--- config.mk ---
export PLATFORM = sky130hd
export DESIGN_NAME = eeprom_reader
export DESIGN_NICKNAME = d
export VERILOG_FILES = /design/src/rtl/eeprom_reader.sv
export SDC_FILE = /design/constraint.sdc
export NUM_CORES = 1
export LEC_CHECK = 0
export CAP_MARGIN = 20
export CORE_UTILIZATION = 53
export CTS_CLUSTER_SIZE = 24
export DETAILED_ROUTE_END_ITERATION = 10
export PLACE_DENSITY_LB_ADDON = 0.08
export SLEW_MARGIN = 5
export SYNTH_ARGS = -nofsm -noshare
export SYNTH_HDL_FRONTEND = slang
export SYNTH_SLANG_ARGS = --single-unit
--- constraint.sdc ---
create_clock -name clk -period 2.5 [get_ports clk]
set_clock_uncertainty 0.15 [all_clocks]
set_input_delay 0.5 -clock clk [delete_from_list [all_inputs] [get_ports clk]]
set_output_delay 0.5 -clock clk [all_outputs]
set_load 0.1 [all_outputs]
--- src/rtl/eeprom_reader.sv ---
// ----------------------------------------------------------------------------
// eeprom_reader
//   Sequential reader for the board's parallel 8Kx8 EEPROM. It waits a
//   power-up delay after reset, then waits for a start pulse. For each byte it
//   drives the address and raises OE for a fixed access time. It samples the
//   data bus while OE is still high, then presents the byte on a valid/ready
//   handshake. WR is never asserted.
//
// Build option:
//   EEPROM_READER_CHECKSUM_EN  When defined, checksum accumulates the bytes
//                              the consumer accepts (8-bit wrap). When
//                              undefined, checksum is tied to 8'h00. The port
//                              list is the same in both builds.
//
// Parameters:
//   MEM_SIZE       bytes read per run (1..8192)
//   START_ADDR     first EEPROM address (13 bits)
//   SETTLE_COUNT   cycles OE is held high before data is sampled (>=1)
//   POWERUP_COUNT  cycles after reset release before start is accepted (>=1)
//
// Ports:
//   clk        in   system clock, posedge
//   reset      in   asynchronous active-low reset
//   start      in   1-cycle pulse, begins a run (accepted in IDLE/DONE only)
//   address    out  EEPROM address pins (13)
//   data       in   EEPROM data pins (8)
//   OE         out  output enable, active-high, high only in ACCESS
//   WR         out  write strobe, constant 0
//   out_data   out  byte read (8)
//   out_addr   out  EEPROM address of out_data (13)
//   out_valid  out  out_data/out_addr valid
//   out_ready  in   consumer accepts when out_valid && out_ready
//   busy       out  high in SETUP/ACCESS/PRESENT
//   done       out  high in DONE, held until next start
//   checksum   out  sum of accepted bytes mod 256 (see build option)
// ----------------------------------------------------------------------------
module eeprom_reader #(
  parameter int          MEM_SIZE      = 64,
  parameter logic [12:0] START_ADDR    = 13'd0,
  parameter int          SETTLE_COUNT  = 5000,
  parameter int          POWERUP_COUNT = 5000000
) (
  input  logic        clk,
  input  logic        reset,
  input  logic        start,
  output logic [12:0] address,
  input  logic [7:0]  data,
  output logic        OE,
  output logic        WR,
  output logic [7:0]  out_data,
  output logic [12:0] out_addr,
  output logic        out_valid,
  input  logic        out_ready,
  output logic        busy,
  output logic        done,
  output logic [7:0]  checksum
);

  // One counter serves both the power-up delay and the access time, so it
  // is sized for the larger of the two.
  localparam int CNT_MAX = (POWERUP_COUNT > SETTLE_COUNT) ? POWERUP_COUNT : SETTLE_COUNT;
  localparam int CNT_W   = $clog2(CNT_MAX + 1);
  localparam int IDX_W   = (MEM_SIZE > 1) ? $clog2(MEM_SIZE) : 1;

  localparam logic [CNT_W-1:0] PWR_LAST    = CNT_W'(POWERUP_COUNT - 1);
  localparam logic [CNT_W-1:0] SETTLE_LAST = CNT_W'(SETTLE_COUNT - 1);
  localparam logic [IDX_W-1:0] IDX_LAST    = IDX_W'(MEM_SIZE - 1);

  typedef enum logic [2:0] {
    S_POWERUP,
    S_IDLE,
    S_SETUP,
    S_ACCESS,
    S_PRESENT,
    S_DONE
  } state_t;

  state_t           state;
  state_t           state_nxt;
  logic [CNT_W-1:0] counter;
  logic [IDX_W-1:0] idx;
  logic             accept;
  logic             run_start;
  logic             sample;

  // Next-state and decoded outputs
  always_comb begin
    state_nxt = state;
    accept    = 1'b0;
    run_start = 1'b0;
    sample    = 1'b0;
    OE        = 1'b0;
    WR        = 1'b0;
    busy      = 1'b0;
    done      = 1'b0;
    case (state)
      S_POWERUP: begin
        // start is deliberately not latched here
        if (counter == PWR_LAST) state_nxt = S_IDLE;
      end
      S_IDLE: begin
        if (start) begin
          run_start = 1'b1;
          state_nxt = S_SETUP;
        end
      end
      S_DONE: begin
        done = 1'b1;
        if (start) begin
          run_start = 1'b1;
          state_nxt = S_SETUP;
        end
      end
      S_SETUP: begin
        busy      = 1'b1;
        state_nxt = S_ACCESS;
      end
      S_ACCESS: begin
        busy = 1'b1;
        OE   = 1'b1;
        if (counter == SETTLE_LAST) begin
          sample    = 1'b1;
          state_nxt = S_PRESENT;
        end
      end
      S_PRESENT: begin
        busy = 1'b1;
        if (out_valid && out_ready) begin
          accept    = 1'b1;
          state_nxt = (idx == IDX_LAST) ? S_DONE : S_SETUP;
        end
      end
      default: state_nxt = S_POWERUP;
    endcase
  end

  always_ff @(posedge clk or negedge reset) begin
    if (!reset) state <= S_POWERUP;
    else        state <= state_nxt;
  end

  // Datapath registers. The reset clears everything, so an aborted run
  // never leaves a partial byte on the output.
  always_ff @(posedge clk or negedge reset) begin
    if (!reset) begin
      counter   <= '0;
      idx       <= '0;
      address   <= 13'd0;
      out_data  <= 8'd0;
      out_addr  <= 13'd0;
      out_valid <= 1'b0;
    end else begin
      case (state)
        S_POWERUP: counter <= (counter == PWR_LAST) ? '0 : counter + CNT_W'(1);
        S_SETUP:   counter <= '0;
        S_ACCESS:  counter <= counter + CNT_W'(1);
        default:   counter <= counter;
      endcase

      if (run_start) begin
        idx     <= '0;
        address <= START_ADDR;
      end

      // Data is captured on the edge that ends the last OE-high cycle, so
      // the EEPROM is still driving the bus.
      if (sample) begin
        out_data  <= data;
        out_addr  <= address;
        out_valid <= 1'b1;
      end

      if (accept) begin
        out_valid <= 1'b0;
        if (idx != IDX_LAST) begin
          idx     <= idx + IDX_W'(1);
          address <= address + 13'd1;  // 13-bit wrap: 8191 -> 0
        end
      end
    end
  end

`ifdef EEPROM_READER_CHECKSUM_EN
  always_ff @(posedge clk or negedge reset) begin
    if (!reset)         checksum <= 8'h00;
    else if (run_start) checksum <= 8'h00;
    else if (accept)    checksum <= checksum + out_data;
  end
`else
  assign checksum = 8'h00;
`endif

endmodule

==> results of run 1 <==
[critical path, cell delays in order (launching register included)]
cell and delay (ps):
dfrtp_1 390, buf_4 180, or2b_1 310, o21ai_1 190
buf_12 210
[power groups by stage]
stage	registers [mW]	clock network (mW)	logic, mW
after CTS	1.08	0.780	0.103
after global routing	1.08	0.827	0.109
after global placement	1.10	0	0.101
after floorplan	1.10	0	0.0696
final	1.08	0.760	0.101
after detailed placement	1.10	0	0.102
[metal layers]
metal | global-route usage, % | vias to the layer above
met1 | 30.8 | 1278
li1 | - | 1255
met4 | 7.21 | 0
met2 | 33.2 | 59
met3 | 5.96 | 4
met5 | 0 | -
[cell families (layout without fill, tap and decap cells)]
| logic type | after synthesis | count (layout) |
|---|---|---|
| multiplexers | 25 | 25 |
| flip-flops | 67 | 67 |
| AO/OA/AOI/OAI | 31 | 31 |
| adder cells (fa/ha/maj) | 4 | 4 |
| buffers and inverters | 25 | 82 |
| XOR/XNOR | 27 | 27 |
| other | 1 | 9 |
| AND/OR/NAND/NOR | 147 | 147 |
[cell type report]
cell class	count	area (sq um)	share of cell area [%]
inverters	5	18.8	0.450
well taps	77	96.3	2.31
clock buffers	10	128	3.06
flip-flops and latches	67	1680	40.2
multi-input cells	243	1660	39.9
clock inverters	5	31.3	0.751
repair buffers	62	553	13.3
[per-stage QoR]
stage          instances  utilization [%]  cell area, sq um  worst slack [ps]  TNS (ps)
6_report             469             65.6              4170               227         0
5_1_grt              469             65.6              4170               113         0
4_1_cts              469             65.6              4170               214         0
3_5_place_dp         453             63.0              4000               153         0
3_3_place_gp         453             63.0              4000               211         0
2_1_floorplan        335                -              3510              -144      -192
[state kept, by name (all words and copies together), names as in the netlist]
| name | flops |
|---|---|
| out_addr | 13 |
| out_data | 8 |
| address | 13 |
| state | 3 |
| out_valid | 1 |
| counter | 23 |
| idx | 6 |
[placed cells by master, fill, tap and decap left out, types with 2 or more instances in the layout]
cell type         n
buf_4            45
nand2b_1          2
nor3_1            5
clkdlybuf4s50_1  10
o21ai_0          11
clkbuf_8          9
o21a_1            3
conb_1            9
a21oi_1           3
xor2_1           17
ha_1              4
and2_1            3
buf_12            5
inv_1             5
o31ai_1           4
nand4_1          17
nor2_2            2
nor4_1            5
clkinv_2          3
o211ai_1          2
xnor2_1          10
dfrtp_1          67
nand2_1          29
mux2_2           21
nor2_1           42
nand3_1          14
o21bai_1          2
mux2i_1           4
nor4_4            3
and3_1            9
[worst paths after layout]
path                                     to  cells past startpoint  slack [ps]
worst max-delay path                   busy                      4         230
worst min-delay path            out_addr[5]                      1         360
worst max register to register  counter[18]                      6         380
worst min register to register  out_addr[5]                      1         360
max in group asynchronous         out_valid                      3        1090
min in group asynchronous       counter[15]                      2         490
==> results.tsv, run 1 <==
stage	metric	value	unit
status	status	finished, final reports clean	
timing	fmax	0.440	GHz
pwr	swShare	25.3	%
logic_synthesis	yosys.area_share.simple	24.5	%
floorplanning	start_util	54.7	%
placement	port_buffers	49	
pwr	power_density	467	mW/mm^2
layout	drive_above_1_share	26.3	%
route	drtIter0Drc	105	
logic_synthesis	syn_area_per_cell	10.6	sq um
job	maxCapViolCount	0	
timing	whs	359	ps
pwr	p_seq_share	55.7	%
critical_path	r2r-start	counter[16]	
grt	antenna_found_initial	0	
timing	slew_headroom	63.8	%
grt	grt_pass1_wl	12.2	mm
logic_synthesis	synth_flop_cell	dfrtp_1	
clock_network	htreeDepth	3	
route	drc	0	
route	first_pass_iters	4	
pwr	p_sw	0.492	mW
clock_network	cts.sinks	67	
critical_path	critPathRequiredTime	1850	ps
route	post_drt_via_cell_ratio	5.54	
floorplanning	dieArea	0.00688	sq mm
pwr	power	1.94	mW
critical_path	startpoint_type	register	
grt	grtUsageTotal	22.0	%
logic_synthesis	synth_fa_ha_area_share	1.44	%
grt	overflow	0	
route	wl_met1	3.32	mm
floorplanning	core-area	0.00635	sq mm
timing	finalSetupViolCount	0	
route	route.met2.wl	3.23	mm
clock_network	cts.reportedPaths.clkPinSlew	70	ps
clock_network	cts_setup_buffers	0	
route	vias	2596	
logic_synthesis	synth-edff-count	0	
clock_network	cts_hold_buf	1	
placement	dp_hpwl	4.86	mm
critical_path	crit_arrival	1620	ps
logic_synthesis	yosysMostFrequentCell	dfrtp_1	
critical_path	crit_path_end_kind	output pin	
clock_network	ctsResizeCount	0	
route	dr.max_layer_used	met4	
logic_synthesis	yosysTopAreaCellShare	48.3	%
pwr	comb_power_share	5.2	%
floorplanning	io_pins	59	
critical_path	cp_max_fo	9	
logic_synthesis	synthMuxAreaShare	7.96	%
critical_path	crit_type	register to output pin	
route	wl	6.87	mm
logic_synthesis	synth-seq-cells	67	
logic_synthesis	synth_async_sr_flop_share	100	%
timing	tightest_slew	541	ps
layout	diodes	0	
logic_synthesis	synthTopCellsByCount	dfrtp_1, nor2_1, nand2_1, mux2_2	
clock_network	clockBufferDepth	2	
route	route.detailed.wl_per_inst	14.7	um
pwr	p_clk_share	39.1	%
floorplanning	chipWidth	83.0	um
min_path	min_path_type	register to register	
placement	gp_congestion	0.869	
layout	nets	404	
grt	grt_max_degree	49	
timing	hold_violations	0	
logic_synthesis	yosysUniqueCellTypes	51	
logic_synthesis	syn_area	0.00347	sq mm
logic_synthesis	ys_warn_count	0	
route	wl_met3	279	um
floorplanning	die_height	83.0	um
logic_synthesis	synth_area_leader_cell	dfrtp_1	
timing	period_share	90.9	%
logic_synthesis	synth_top_family_by_area	simple AND/OR/NAND/NOR gates	
clock_network	clock-root-buffer	clkbuf_8	
grt	grt_pass1_vias	2575	
logic_synthesis	ys_seq_area_share	48.3	%
timing	fin_crit	2270	ps
route	ant_nets	0	
critical_path	critPathLaunch	state[1]	
clock_network	numCtsBuffers	9	
layout	fillers	507	
pwr	p_int	1.45	mW
logic_synthesis	synth_xor_area_share	6.81	%
floorplanning	num_rows	29	
timing	rsz0062_at_grt	no	
layout	area_growth	20.0	%
min_path	min_from	out_addr[5]	
logic_synthesis	synth_area_leaders	dfrtp_1, mux2_2, nor2_1	
clock_network	cts_tree	yes	
logic_synthesis	synth_compound_area_share	6.12	%
timing	slew_viol_final	0	
clock_network	clock_latency	340	ps
logic_synthesis	syn_inst	327	
pwr	leakage	2.07	nW
pwr	irDropWorstVdd	0.333	mV
No activity file was read; power rests on OpenSTA's default activity.
==> run 2: changes to the inputs <==
Settings changed: CORE_UTILIZATION 53 to 30, SKIP_LAST_GASP from default to 1.
==> run 2 against run 1 <==
Clock power up 75%. Total power increased by 29%. Sequential share of layout area down 2.3 points. First-iteration DRC count decreased by 49%. Critical path type unchanged. Critical endpoint unchanged. Largest power group is now clock. Highest routed layer unchanged.
==> results.tsv, run 2 (same netlist as run 1, synthesis figures left out) <==
stage	metric	value	unit
status	status	finished, final reports clean	
min_path	min_delay_path_depth	1	
job	maxCapViolCount	0	
route	route.detailed.wl_per_inst	14.6	um
timing	tightest_slew	546	ps
floorplanning	num_rows	38	
layout	regMostFlops	counter	
min_path	min_to	out_addr[6]	
clock_network	cts_tree	yes	
clock_network	clockBufferDepth	2	
placement	port_buffers	49	
timing	fmax	0.446	GHz
grt	grt_pass1_wl	13.3	mm
min_path	min_from	out_addr[6]	
route	drc	0	
pwr	p_int	1.96	mW
layout	fin_area	0.00442	sq mm
floorplanning	chipWidth	110	um
pwr	irDropWorstVdd	0.349	mV
clock_network	clock_latency	330	ps
timing	period_share	89.6	%
floorplanning	die_height	110	um
critical_path	crit_arrival	1590	ps
layout	fillers	1127	
route	first_pass_iters	4	
pwr	power_density	569	mW/mm^2
critical_path	rr_worst_depth	6	
timing	hold_violations	0	
floorplanning	core-area	0.0111	sq mm
critical_path	reg2reg_to	out_data[0]	
grt	overflow	0	
layout	layout_commonest_cell	dfrtp_1	
critical_path	r2r-start	counter[6]	
layout	area_growth	27.2	%
placement	dp_hpwl	5.54	mm
placement	gp_congestion	0.734	
pwr	p_seq_share	43.2	%
critical_path	crit_type	register to output pin	
route	drtIter0Drc	54	
route	wl	7.80	mm
layout	top_regs	counter (23), address (13), out_addr (13)	
layout	diodes	0	
clock_network	cts_setup_buffers	0	
clock_network	htreeDepth	3	
pwr	p_sw	0.555	mW
layout	drive_above_1_share	26.5	%
timing	slew_headroom	63.6	%
layout	fin_util	39.9	%
pwr	p_clk_share	52.8	%
timing	rsz0062_at_grt	no	
clock_network	clock-root-buffer	clkbuf_16	
layout	largest_register_ffs	23	
clock_network	cts.sinks	67	
route	vias	2564	
grt	grt_pass1_vias	2669	
grt	grtUsageTotal	14.8	%
clock_network	cts.reportedPaths.clkPinSlew	60	ps
route	post_drt_via_cell_ratio	4.81	
floorplanning	start_util	31.4	%
timing	fin_ws	260	ps
layout	final_cell_mix	dfrtp_1, buf_4, nor2_1	
pwr	swShare	22.1	%
pwr	comb_power_share	4.1	%
grt	grt_max_degree	38	
floorplanning	dieArea	0.0120	sq mm
placement	dp_worst_setup_slack	149	ps
layout	nets	404	
min_path	min_path_type	register to register	
timing	slew_viol_final	0	
clock_network	numCtsBuffers	9	
floorplanning	io_pins	59	
critical_path	critPathRequiredTime	1850	ps
pwr	leakage	2.14	nW
timing	fin_crit	2240	ps
route	ant_nets	0	
critical_path	ff2ff_setup_slack	370	ps
placement	placed_area	0.00409	sq mm
timing	finalSetupViolCount	0	
critical_path	startpoint_type	register	
critical_path	crit_path_end_kind	output pin	
critical_path	cp_max_fo	9	
grt	antenna_found_initial	0	
==> run 2: cell types whose count changed in the layout (fill, tap and decap cells not counted) <==
cell | before | now
buf_12 | 5 | 6
clkinv_4 | 1 | 0
bufinv_16 | 0 | 1
clkbuf_8 | 9 | 3
clkinvlp_4 | 1 | 2
clkinv_2 | 3 | 0
clkbuf_16 | 0 | 9
buf_2 | 1 | 0
==> run 2: layout make-up <==
class | count | area, sq um | area share [%]
Clock buffer | 13 | 270 | 6.12
Multi-Input combinational cell | 243 | 1660 | 37.6
Timing Repair Buffer | 62 | 568 | 12.9
Tap cell | 140 | 175 | 3.97
Inverter | 5 | 18.8 | 0.425
Sequential cell | 67 | 1680 | 38.0
Clock inverter | 3 | 45.0 | 1.02
==> run 2: power groups by stage <==
stage / Combinational [mW] / Sequential [mW] / Clock, mW
2_1_floorplan: 0.0696 / 1.10 / 0
3_3_place_gp: 0.104 / 1.10 / 0
3_5_place_dp: 0.104 / 1.10 / 0
4_1_cts: 0.105 / 1.08 / 1.37
5_1_grt: 0.111 / 1.08 / 1.40
6_report: 0.102 / 1.09 / 1.33
==> run 2: how the worst max path moves through the flow <==
| stage | cells past startpoint | startpoint | to | slack, ps |
|---|---|---|---|---|
| 2_1_floorplan | 3 | state[1] | busy | -140 |
| 3_3_place_gp | 6 | out_ready | address[7] | 180 |
| 3_5_place_dp | 6 | out_ready | address[7] | 150 |
| 4_1_cts | 4 | state[1] | busy | 230 |
| 5_1_grt | 4 | state[1] | busy | 170 |
| 6_report | 4 | state[1] | busy | 260 |
==> run 2: metrics by stage <==
step	total power [mW]	setup TNS [ps]	instances	hold WS [ps]
floorplan	1.17	-192	335	54.4
global placement	1.21	0	516	335
detailed placement	1.21	0	516	332
CTS	2.56	0	533	360
global route	2.60	0	533	378
finish	2.51	0	533	355
==> run 2: critical path, stage by stage (launching register included) <==
cell,delay (ps)
dfrtp_1,380
buf_4,180
or2b_1,310
o21ai_1,170
buf_12,210
==> run 2: layer usage <==
metal	wire [um]	GRT usage (%)	share of wire [%]	vias to the layer above
met2	3710	24.3	48	49
met1	3630	18.2	47	1250
met5	0	0	0	-
li1	-	-	-	1254
met4	129	5.81	1.7	0
met3	331	4.15	4.2	11
==> run 2: what timing repair did <==
| item | CTS | global route |
|---|---|---|
| resized for setup | 0 | 0 |
| hold buffers | 1 | 0 |
| hold endpoints to repair | 30 | 0 |
==> run 3: changes to the inputs <==
Settings changed: CELL_PAD_IN_SITES_DETAIL_PLACEMENT from default to 1, CELL_PAD_IN_SITES_GLOBAL_PLACEMENT from default to 1, CORE_UTILIZATION 30 to 41.
==> run 3 against run 2 <==
Combinational power about the same. Global-route usage increased by 5.8 points. Critical path depth decreased by 1. Sequential share of layout area increased by 1.2 points. Total power decreased by 8.6%. Sequential cell count unchanged. Utilization increased by 12 points. Non-clock buffer count unchanged. Worst setup slack got worse by 26 ps. Hold slack got worse by 300 ps. Critical path type unchanged. Critical endpoint unchanged. Highest routed layer unchanged.
==> results.tsv, run 3 (same netlist as run 1, synthesis figures left out) <==
stage	metric	value	unit
timing	tightest_slew	712	ps
pwr	p_seq_share	47.1	%
clock_network	cts_hold_buf	0	
timing	fin_crit	2270	ps
route	drtIter0Drc	74	
clock_network	numCtsBuffers	9	
floorplanning	chipWidth	94.0	um
layout	regMostFlops	counter	
pwr	p_sw	0.508	mW
critical_path	critical_path.top_delay_family	flip-flops	
route	wl	8.38	mm
grt	grt_pass1_vias	2798	
placement	dp_cells	482	
critical_path	startpoint_type	register	
timing	tns	0	ps
layout	fin_util	52.1	%
pwr	p_int	1.79	mW
grt	grt_pass1_wl	14.1	mm
grt	grt_max_degree	29	
clock_network	clockBufferDepth	2	
layout	layout_commonest_cell	dfrtp_1	
pwr	irDropWorstVdd	0.282	mV
pwr	swShare	22.1	%
layout	top_regs	counter (23), address (13), out_addr (13)	
pwr	leakage	2.11	nW
route	post_drt_via_cell_ratio	5.29	
pwr	power	2.30	mW
critical_path	rr_worst_depth	5	
critical_path	crit_arrival	1620	ps
placement	gp_congestion	0.782	
floorplanning	num_rows	33	
route	vias	2634	
grt	antenna_found_initial	0	
critical_path	crit_chain	or2b_1 > o21ai_1 > buf_12	
critical_path	cp_max_fo	10	
route	first_pass_iters	3	
route	ant_nets	0	
floorplanning	core-area	0.00822	sq mm
placement	port_buffers	49	
timing	finalSetupViolCount	0	
timing	slew_viol_final	0	
placement	dp_hpwl	6.08	mm
status	status	finished, final reports clean	
critical_path	crit_path_end_kind	output pin	
clock_network	cts.sinks	67	
critical_path	worst-path-stages	3	
critical_path	max_stage_delay	560	ps
layout	final_cells	498	
layout	largest_register_ffs	23	
floorplanning	die_height	94.0	um
floorplanning	dieArea	0.00884	sq mm
pwr	p_clk_share	48.4	%
clock_network	cts_setup_buffers	0	
min_path	min_path_type	input port to asynchronous set/reset pin	
grt	grtUsageTotal	20.6	%
job	maxCapViolCount	0	
timing	fmax	0.441	GHz
layout	diodes	0	
critical_path	critPathRequiredTime	1850	ps
layout	fillers	937	
pwr	power_density	537	mW/mm^2
clock_network	clock-root-buffer	clkbuf_8	
grt	overflow	0	
critical_path	slowest_stage	dfrtp_1	
layout	final_cell_mix	dfrtp_1, buf_4, nor2_1	
floorplanning	io_pins	59	
layout	area_growth	23.3	%
clock_network	clock_latency	330	ps
clock_network	cts_tree	yes	
timing	rsz0062_at_grt	no	
route	drc	0	
layout	drive_above_1_share	26.7	%
timing	period_share	90.6	%
layout	nets	404	
timing	hold_violations	0	
pwr	comb_power_share	4.4	%
clock_network	ctsResizeCount	0	
timing	slew_headroom	52.5	%
clock_network	htreeDepth	3	
route	route.detailed.wl_per_inst	16.8	um
floorplanning	start_util	42.3	%
critical_path	cp_num_buf_inv	1	
clock_network	cts.reportedPaths.clkPinSlew	80	ps
critical_path	crit_type	register to output pin	
==> run 3: per-layer routing <==
layer / wire length [um] / track usage [%] / vias to the layer above
met2: 4360 / 35.6 / 29
li1: - / - / 1250
met3: 171 / 3.72 / 8
met5: 0 / 0 / -
met4: 74 / 4.23 / 0
met1: 3780 / 26.7 / 1347
==> run 3: stage by stage <==
stage | setup WS [ps] | hold slack [ps] | area (sq um)
6_report | 234 | 53.3 | 4280
5_1_grt | 77.4 | 95.0 | 4280
2_1_floorplan | -144 | 54.4 | 3510
3_5_place_dp | 174 | 346 | 4040
3_3_place_gp | 226 | 342 | 4040
4_1_cts | 220 | 71.9 | 4280
==> run 3: worst register-to-register path, cell delays in order, from the launching register on <==
cell	delay (ps)
dfrtp_1	480
nor2b_4	200
or3_1	650
nor4_4	370
xnor2_1	160
nor2_2	50
==> run 3: final cells by class <==
type / count / area [sq um] / area share [%]
Sequential cell: 67 / 1680 / 39.2
Inverter: 5 / 18.8 / 0.438
Clock buffer: 11 / 141 / 3.30
Tap cell: 105 / 131 / 3.07
Multi-Input combinational cell: 243 / 1660 / 38.8
Clock inverter: 5 / 100 / 2.34
Timing Repair Buffer: 62 / 551 / 12.9
==> run 3: final timing paths <==
path | start | to | slack (ps)
max | state[1] | busy | 230
min | reset | counter[2] | 50
max reg2reg | state[0] | counter[21] | 330
min reg2reg | out_addr[5] | out_addr[5] | 360
max in group asynchronous | reset | counter[22] | 1470
min in group clk | out_addr[5] | out_addr[5] | 360
==> run 3: power groups by stage <==
stage                     Combinational, mW  Clock [mW]  Sequential, mW
after global routing                  0.110        1.17            1.08
after detailed placement              0.104           0            1.10
after global placement                0.104           0            1.10
after floorplan                      0.0696           0            1.10
after CTS                             0.105        1.13            1.08
final                                 0.102        1.11            1.08
